### src/rtl/clk_tick_scheduler_pkg.sv
// rtl/clk_tick_scheduler_pkg.sv - shared types and constants for the tick scheduler
package tick_sched_pkg;

    typedef enum logic [0:0] {
        ST_IDLE = 1'b0,
        ST_WAIT = 1'b1
    } tick_sched_state_t;

    localparam int TICK_SCHED_MIN_PRESCALE = 2;

    // Channel-select width; a single channel still gets a 1-bit select.
    function automatic int ch_width(input int n_ch);
        return (n_ch > 1) ? $clog2(n_ch) : 1;
    endfunction

endpackage

### src/rtl/clk_tick_scheduler_if.sv
// rtl/clk_tick_scheduler_if.sv - configuration request port of the tick scheduler
interface clk_tick_scheduler_if #(
    parameter int N_CH  = 4,
    parameter int DIV_W = 16
);
    localparam int CH_W = tick_sched_pkg::ch_width(N_CH);

    logic             cfg_valid;
    logic             cfg_ready;
    logic [CH_W-1:0]  cfg_ch;
    logic [DIV_W-1:0] cfg_div;
    logic             cfg_en;
    logic             cfg_err;

    modport master (
        output cfg_valid, cfg_ch, cfg_div, cfg_en,
        input  cfg_ready, cfg_err
    );

    modport slave (
        input  cfg_valid, cfg_ch, cfg_div, cfg_en,
        output cfg_ready, cfg_err
    );

endinterface

### src/rtl/clk_tick_scheduler_channel.sv
// rtl/clk_tick_scheduler_channel.sv - one divide-by-div enable-tick channel
module tick_channel #(
    parameter int DIV_W = 16
) (
    input  logic             clk_in,
    input  logic             reset,
    input  logic             base_tick,
    input  logic             load,
    input  logic             clear,
    input  logic [DIV_W-1:0] load_div,
    input  logic             load_en,
    output logic             tick
);

    logic             en_q;
    logic [DIV_W-1:0] div_q;
    logic [DIV_W-1:0] cnt_q;

    // load and clear only arrive on base-tick edges, and both suppress the tick there
    always_ff @(posedge clk_in) begin
        if (!reset) begin
            en_q  <= 1'b0;
            div_q <= '0;
            cnt_q <= '0;
            tick  <= 1'b0;
        end else begin
            tick <= 1'b0;
            if (load) begin
                div_q <= load_div;
                en_q  <= load_en;
                cnt_q <= '0;
            end else if (clear) begin
                cnt_q <= '0;
            end else if (base_tick && en_q && (div_q != '0)) begin
                if (cnt_q == div_q - DIV_W'(1)) begin
                    tick  <= 1'b1;
                    cnt_q <= '0;
                end else begin
                    cnt_q <= cnt_q + DIV_W'(1);
                end
            end
        end
    end

endmodule

### src/rtl/clk_tick_scheduler.sv
// rtl/clk_tick_scheduler.sv - shared-prescaler tick scheduler; TICK_SCHED_PHASE_ALIGN_EN realigns all channels on commit
module clk_tick_scheduler
    import tick_sched_pkg::*;
#(
    parameter int N_CH     = 4,
    parameter int PRESCALE = 100,
    parameter int DIV_W    = 16
) (
    input  logic                 clk_in,
    input  logic                 reset,
    clk_tick_scheduler_if.slave  cfg,
    output logic                 base_tick,
    output logic [N_CH-1:0]      tick_out
);

    localparam int CH_W = ch_width(N_CH);
    localparam int PRE  = (PRESCALE < TICK_SCHED_MIN_PRESCALE) ? TICK_SCHED_MIN_PRESCALE : PRESCALE;
    localparam int P_W  = $clog2(PRE);
    localparam logic [P_W-1:0]  P_LAST = P_W'(PRE - 1);
    localparam logic [CH_W:0]   N_CH_L = (CH_W + 1)'(N_CH);

    logic [P_W-1:0]    p_q;
    logic              bt_edge;
    logic              base_tick_q;

    tick_sched_state_t state_q, state_d;
    logic              cfg_ready_q, cfg_ready_d;
    logic              cfg_err_q;
    logic              hs;
    logic              commit, ch_ok, commit_bad, clear_all;
    logic [N_CH-1:0]   load_vec;

    logic [CH_W-1:0]   sh_ch_q;
    logic [DIV_W-1:0]  sh_div_q;
    logic              sh_en_q;

    // bt_edge marks the clock edge on which base_tick and channel ticks get set
    assign bt_edge = (p_q == P_LAST);

    always_ff @(posedge clk_in) begin
        if (!reset) begin
            p_q         <= '0;
            base_tick_q <= 1'b0;
        end else begin
            p_q         <= bt_edge ? '0 : p_q + P_W'(1);
            base_tick_q <= bt_edge;
        end
    end

    assign hs = (state_q == ST_IDLE) && cfg.cfg_valid && cfg_ready_q;

    always_ff @(posedge clk_in) begin
        if (!reset) begin
            state_q     <= ST_IDLE;
            cfg_ready_q <= 1'b0;
            cfg_err_q   <= 1'b0;
        end else begin
            state_q     <= state_d;
            cfg_ready_q <= cfg_ready_d;
            cfg_err_q   <= commit_bad;
        end
    end

    always_comb begin
        state_d = state_q;
        case (state_q)
            ST_IDLE: if (hs)      state_d = ST_WAIT;
            ST_WAIT: if (bt_edge) state_d = ST_IDLE;
            default:              state_d = ST_IDLE;
        endcase
    end

    always_comb begin
        commit      = (state_q == ST_WAIT) && bt_edge;
        ch_ok       = ({1'b0, sh_ch_q} < N_CH_L);
        commit_bad  = commit && !ch_ok;
        cfg_ready_d = (state_d == ST_IDLE);
        load_vec    = '0;
        for (int i = 0; i < N_CH; i++) begin
            load_vec[i] = commit && ch_ok && (sh_ch_q == CH_W'(i));
        end
`ifdef TICK_SCHED_PHASE_ALIGN_EN
        clear_all   = commit;
`else
        clear_all   = 1'b0;
`endif
    end

    // Shadow holds the accepted request until the next base tick; reset drops it.
    always_ff @(posedge clk_in) begin
        if (!reset) begin
            sh_ch_q  <= '0;
            sh_div_q <= '0;
            sh_en_q  <= 1'b0;
        end else if (hs) begin
            sh_ch_q  <= cfg.cfg_ch;
            sh_div_q <= cfg.cfg_div;
            sh_en_q  <= cfg.cfg_en;
        end
    end

    for (genvar i = 0; i < N_CH; i++) begin : g_ch
        tick_channel #(.DIV_W(DIV_W)) u_ch (
            .clk_in    (clk_in),
            .reset     (reset),
            .base_tick (bt_edge),
            .load      (load_vec[i]),
            .clear     (clear_all),
            .load_div  (sh_div_q),
            .load_en   (sh_en_q),
            .tick      (tick_out[i])
        );
    end

    assign cfg.cfg_ready = cfg_ready_q;
    assign cfg.cfg_err   = cfg_err_q;
    assign base_tick     = base_tick_q;

endmodule

### src/flat_wrapper.sv
// flat-port wrapper written by rule: the top's interface ports become plain ports
module clk_tick_scheduler_flat import tick_sched_pkg::*;
#(
    parameter int N_CH     = 4,
    parameter int PRESCALE = 100,
    parameter int DIV_W    = 16
)
  (clk_in, reset, base_tick, tick_out, cfg_cfg_valid, cfg_cfg_ch, cfg_cfg_div, cfg_cfg_en, cfg_cfg_ready, cfg_cfg_err);
  clk_tick_scheduler_if #(.N_CH(N_CH), .DIV_W(DIV_W)) cfg_i ();
  input  logic clk_in;
  input  logic reset;
  output logic base_tick;
  output logic [N_CH-1:0] tick_out;
  input wire logic [$bits(cfg_i.cfg_valid)-1:0] cfg_cfg_valid;
  input wire logic [$bits(cfg_i.cfg_ch)-1:0] cfg_cfg_ch;
  input wire logic [$bits(cfg_i.cfg_div)-1:0] cfg_cfg_div;
  input wire logic [$bits(cfg_i.cfg_en)-1:0] cfg_cfg_en;
  output wire logic [$bits(cfg_i.cfg_ready)-1:0] cfg_cfg_ready;
  output wire logic [$bits(cfg_i.cfg_err)-1:0] cfg_cfg_err;
  assign cfg_i.cfg_valid = cfg_cfg_valid;
  assign cfg_i.cfg_ch = cfg_cfg_ch;
  assign cfg_i.cfg_div = cfg_cfg_div;
  assign cfg_i.cfg_en = cfg_cfg_en;
  assign cfg_cfg_ready = cfg_i.cfg_ready;
  assign cfg_cfg_err = cfg_i.cfg_err;
  clk_tick_scheduler #(.N_CH(N_CH), .PRESCALE(PRESCALE), .DIV_W(DIV_W)) u_core (.clk_in(clk_in), .reset(reset), .cfg(cfg_i), .base_tick(base_tick), .tick_out(tick_out));
endmodule
### config.mk
export PLATFORM = sky130hd
export DESIGN_NAME = clk_tick_scheduler_flat
export DESIGN_NICKNAME = d
export VERILOG_FILES = /design/src/rtl/clk_tick_scheduler_pkg.sv /design/src/rtl/clk_tick_scheduler_if.sv /design/src/rtl/clk_tick_scheduler_channel.sv /design/src/rtl/clk_tick_scheduler.sv /design/src/flat_wrapper.sv
export SDC_FILE = /design/constraint.sdc
export NUM_CORES = 1
export LEC_CHECK = 0
export ABC_CLOCK_PERIOD_IN_PS = 8000
export BUFFER_PORTS_ARGS = -buffer_cell sky130_fd_sc_hd__buf_2
export CORE_UTILIZATION = 65
export CTS_BUF_LIST = sky130_fd_sc_hd__clkbuf_16
export CTS_CLUSTER_SIZE = 24
export DETAILED_ROUTE_END_ITERATION = 10
export HOLD_SLACK_MARGIN = 0.03
export PLACE_DENSITY = 0.95
export SLEW_MARGIN = 20
export SYNTH_ARGS = -nofsm -noshare
export SYNTH_HDL_FRONTEND = slang
export SYNTH_SLANG_ARGS = --single-unit
### constraint.sdc
create_clock -name clk_in -period 8 [get_ports clk_in]
set_clock_uncertainty 0.05 [all_clocks]
set_input_delay 0.4 -clock clk_in [delete_from_list [all_inputs] [get_ports clk_in]]
set_output_delay 0.4 -clock clk_in [all_outputs]
set_load 0.005 [all_outputs]
======== After elaboration in Yosys (flattened, before gate mapping) ========
Index checks and enable logic that the tools add are counted.
operators by class
  add/sub/neg operators ................... 9
  eq/ne operators ......................... 8
  muxes and demuxes ....................... 11
  bitwise gates (word level) .............. 7
  reductions and logical operators ........ 29
operators with widths
  cell                                                  number
  adder 16 x 1 -> 16 bit (second input constant)        4
  equality test 16 bit                                  4
  2-to-1 mux 16 bit                                     4
  nonzero test 16 bit                                   4
  subtractor 16 x 1 -> 16 bit (second input constant)   4
  logical AND 1 bit                                     15
  OR reduction 3 bit                                    4
  OR reduction 2 bit                                    5
  adder 7 x 1 -> 7 bit (second input constant)          1
  equality test 7 bit (second input constant)           1
  NOT 1 bit                                             7
  2-to-1 mux 1 bit                                      6
  equality test 2 bit (second input constant)           2
  equality test 2 x 1 -> 1 bit (second input constant)  1
  zero test 2 bit                                       1
  one-hot mux 1 bit (2 select lines)                    1
word-level totals
  bits in registers ....................... 165
  input bits .............................. 22

======== Depth between registers and ports, before layout ========
  depth in word-level cells ............... 6
  gate-level depth with buffers ........... 10

======== Modules after synthesis ========
Synthesis repeated with hierarchy kept, for this count alone.
second synthesis, totals
  cell total of the unflattened synthesis .. 1,050
  area, all modules ....................... 9,290.2 um^2
by module, submodules not included
  module              times used  cells an instance  area an instance (um^2)
  tick_channel        4           230                2,026.9
  clk_tick_scheduler  1           130                1,182.4

======== Least setup slack after synthesis ========
Ideal clock, no wire load.
  path type ............................... reg2reg
  from .................................... reg u_core.g_ch[2].u_ch.div_q[3]
  to ...................................... reg u_core.g_ch[2].u_ch.cnt_q[10]
  setup time .............................. 0.132 ns
  arrival time ............................ 2.508 ns
  required time ........................... 7.818 ns
  setup slack ............................. 5.310 ns
  cell stages (with the launch flop) ...... 9
  buffers on the path ..................... 2
  cell sequence ........................... dfxtp_1 -> buf_2 -> or4_4 -> or3_4 -> o21a_1 -> or3b_1 -> nor4_4 -> buf_6 -> nor3_1
between the ends
  longest elaborated chain between the ends .. 3
RTL lines
  what                         RTL line                          RTL
  from (decl)                  clk_tick_scheduler_channel.sv:16  logic [DIV_W-1:0] div_q;
  from (signal assigned)       clk_tick_scheduler_channel.sv:29  div_q <= load_div;
  subtractor 16 x 1 -> 16 bit  clk_tick_scheduler_channel.sv:35  if (cnt_q == div_q - DIV_W'(1)) begin
  equality test 16 bit         clk_tick_scheduler_channel.sv:35
  2-to-1 mux 16 bit            clk_tick_scheduler_channel.sv:35
  to (signal assigned)         clk_tick_scheduler_channel.sv:39  cnt_q <= cnt_q + DIV_W'(1);
  to (decl)                    clk_tick_scheduler_channel.sv:17  logic [DIV_W-1:0] cnt_q;
Parallel ways exist; a longest one is shown, timed or not.
A chain may end at the register's enable or synchronous reset.

======== Final worst setup path ========
  from .................................... reg u_core.g_ch[2].u_ch.div_q[3]
  to ...................................... reg u_core.g_ch[2].u_ch.cnt_q[2]
The elaborated chain is that of the path after synthesis.

==> summary.md <==
| Metric | Value |
|---|---|
| Residual DRC count | 0 |
| Seq/Total Area, Yosys | 0.3615 |
| # rows | 42 |
| TritonCTS clock tree | yes |
| Multiplexer area fraction after synthesis | 0.01137 |
| Worst IR Drop VDD | 0.0001710 V |
| Initial Utilization | 0.6792 |
| Outcome | complete, no violations |
| First-pass GRT wire length | 36850 um |
| Worst Path Max Fanout | 16 |
| Synth Area in XOR/XNOR | 0.1323 |
| Pins Over Slew Limit | 0 |
| Clock Pin Slew Worst Setup and Hold Paths | 0.06 ns |
| Top post-synthesis cells by area | dfxtp_1, xnor2_1, nand2_1 |
| Bufs on Longest Clock Path | 2 |
| Hold WC Path Type | input pin to register |
| Vias | 8347 |
| Initial DRC Count | 826 |
| Mean post-synth cell area | 8.158 um2 |
| Share of cells above drive strength 1 | 0.07016 |
| Fin. Hold Viols | 0 |
| Post-synthesis cell type count | 76 |
| Final setup violation count | 0 |
| Top-count cell post-synth | nand2_1 |
| Grt ovf | 0 |
| Mapped Area | 9138 um2 |
| Min Tclk post-route | 3.157 ns |
| Most instantiated cells after synthesis | nand2_1, dfxtp_1, nor3_1 |
| CTS Buf Count | 17 |
| Design Area, Final | 9883 um2 |
| Synthesis Warnings | 0 |
| Post-CTS Setup Bufs | 0 |
| WL/cell | 17.28 um |
| Tcrit/Tclk final | 0.3946 |
| Latest clock arrival within the worst-skew pair | 0.44 ns |
| Vias in the first global route | 7856 |
| CTS resizes | 0 |
| CP Launch Type | register |
| # IOs | 29 |
| Post-route ant nets | 0 |
| Leakage | 3.378 nW |
| Pwr Density | 174.1 nW/um2 |
| CORE AREA | 13450 um2 |
| Via-to-Cell Ratio | 6.411 |
| Simple-gate area share of the yosys netlist | 0.3111 |
| Die footprint | 14540 um2 |
| Critical Path AT | 3.39 ns |
| CP Class | register to register |
| Max Fclk | 316.7 MHz |
| Adder-Cell Fraction of Synth Area | 0.01232 |
| Headroom to the max-slew limit | 0.3134 |
| CP Capture Type | register |
| Synthesis-to-layout area growth | 8.161% |
| Required time worst endpoint | 8.23 ns |
| Buffers on Ports | 27 |
| Clk sink count | 165 |
| R2R depth | 6 |
| Most used DFF post-synth | dfxtp_1 |
| Largest net degree at the start of global routing | 97 |
| Root Buffer Master | clkbuf_16 |
| RSZ-0062 raised after global routing | false |
| Yosys top cell area share | 0.3615 |
| Setup TNS | 0 ns |
| Slew of the pin with the lowest slew margin | 1.026 ns |
| Placer Congestion | 0.9277 |
| GRT Overall Usage | 0.3179 |
| Final WL | 22500 um |
| Iteration count of the initial detailed-routing pass | 6 |
| Net Count, Synth | 1151 |
| Worst hold path stage count | 3 |
| Hold_buf cts | 0 |
| Ys async rst share | 0 |
| Total placed instance area | 9284 um2 |
| Synth Instances | 1120 |
| CTS H-tree lvls | 4 |
| Die width | 120.6 um |
| Largest family of logic cells by synthesized area | simple AND/OR/NAND/NOR gates |
| Synth area leader | dfxtp_1 |
| Detailed placer's ending HPWL | 15110 um |
| Initial antenna violation count | 0 |
| Die H | 120.6 um |
| Final net count | 1145 |
| Yosys reg bits | 165 |
| Number of diodes | 0 |
| Max cap viols | 0 |
| Post-synth EDFFs | 0 |
| Compound-Gate Fraction of Synth Area | 0.1331 |
-- layout make-up --
| class | instances | area, um2 |
|---|---|---|
| flip-flops and latches | 165 | 3303 |
| fillers | 978 | 3570 |
| inverters | 25 | 93.84 |
| well taps | 176 | 220.2 |
| clock buffers | 17 | 425.4 |
| multi-input cells | 873 | 5497 |
| clock inverters | 14 | 171.4 |
| repair buffers | 32 | 172.7 |
-- power by group --
group,internal (mW),leakage [nW],total (mW),switching [mW]
Clock,0.513,0.297,0.840,0.327
Combinational,0.0159,1.75,0.0389,0.0230
Sequential,0.829,1.33,0.841,0.0127
Total,1.36,3.38,1.72,0.363
-- routing by layer --
| metal | share of wire | vias to the layer above | GRT usage |
|---|---|---|---|
| li1 | - | 3919 | - |
| met1 | 0.41 | 3989 | 0.3898 |
| met2 | 0.49 | 354 | 0.5366 |
| met3 | 0.070 | 85 | 0.06934 |
| met4 | 0.029 | 0 | 0.1358 |
| met5 | 0 | - | 0 |
-- sequential cells by signal, indices dropped and copies added, names as in the netlist --
| signal | flops |
|---|---|
| u_core.g_ch.u_ch.en_q | 4 |
| u_core.cfg.cfg_ready | 1 |
| u_core.g_ch.u_ch.tick | 4 |
| u_core.sh_div_q | 16 |
| u_core.g_ch.u_ch.div_q | 64 |
| u_core.sh_en_q | 1 |
| u_core.base_tick | 1 |
| u_core.g_ch.u_ch.cnt_q | 64 |
| u_core.p_q | 7 |
| u_core.sh_ch_q | 2 |
| u_core.state_q | 1 |
-- critical path: stages, from the launching register on --
cell	delay, ns
dfxtp_1	0.38
nor4_1	0.81
nand3b_1	0.15
a221oi_1	0.37
a2bb2o_1	0.36
nor4_4	0.76
nor3_1	0.13
-- logic make-up after synthesis --
group,count (synthesis)
other,1
buffers and inverters,82
AND/OR/NAND/NOR,557
flip-flops,165
multiplexers,10
adder cells (fa/ha/maj),9
XOR/XNOR,138
AO/OA/AOI/OAI,158
-- metrics by stage --
stage,cells,power [mW],hold slack (ns),utilization,setup slack [ns]
global route,1302,1.762,0.1712,0.7347,4.586
global placement,1271,0.8958,0.3809,0.6901,5.066
CTS,1302,1.721,0.1600,0.7345,4.894
detailed placement,1271,0.8972,0.3832,0.6901,4.997
finish,1302,1.720,0.1622,0.7347,4.843
floorplan,1120,0.8807,0.3632,-,5.310
-- cells in the final DEF, fill, tap and decap left out, drive strengths merged, types with 11 or more instances in the layout --
cell	count
nand3	35
a21oi	11
xor2	41
nor4	24
nand4	24
buf	32
xnor2	97
nor3	103
dfxtp	165
nor2	49
clkbuf	17
inv	29
or3	14
nand2	214
and4	13
nor2b	14
a21boi	87
-- path summary, 6_finish.rpt --
path | from | slack, ns | end
hold / removal | cfg_cfg_div[11] | 0.16 | u_core.sh_div_q[11]$_SDFFE_PN0P_
setup reg to reg | u_core.g_ch[2].u_ch.div_q[3]$_SDFFE_PN0P_ | 4.84 | u_core.g_ch[2].u_ch.cnt_q[2]$_SDFFE_PP0P_
hold reg to reg | u_core.p_q[0]$_SDFF_PP0_ | 0.39 | u_core.p_q[0]$_SDFF_PP0_
setup / recovery | u_core.g_ch[2].u_ch.div_q[3]$_SDFFE_PN0P_ | 4.84 | u_core.g_ch[2].u_ch.cnt_q[2]$_SDFFE_PP0P_
Note: power is estimated with default switching activity, not from simulation.
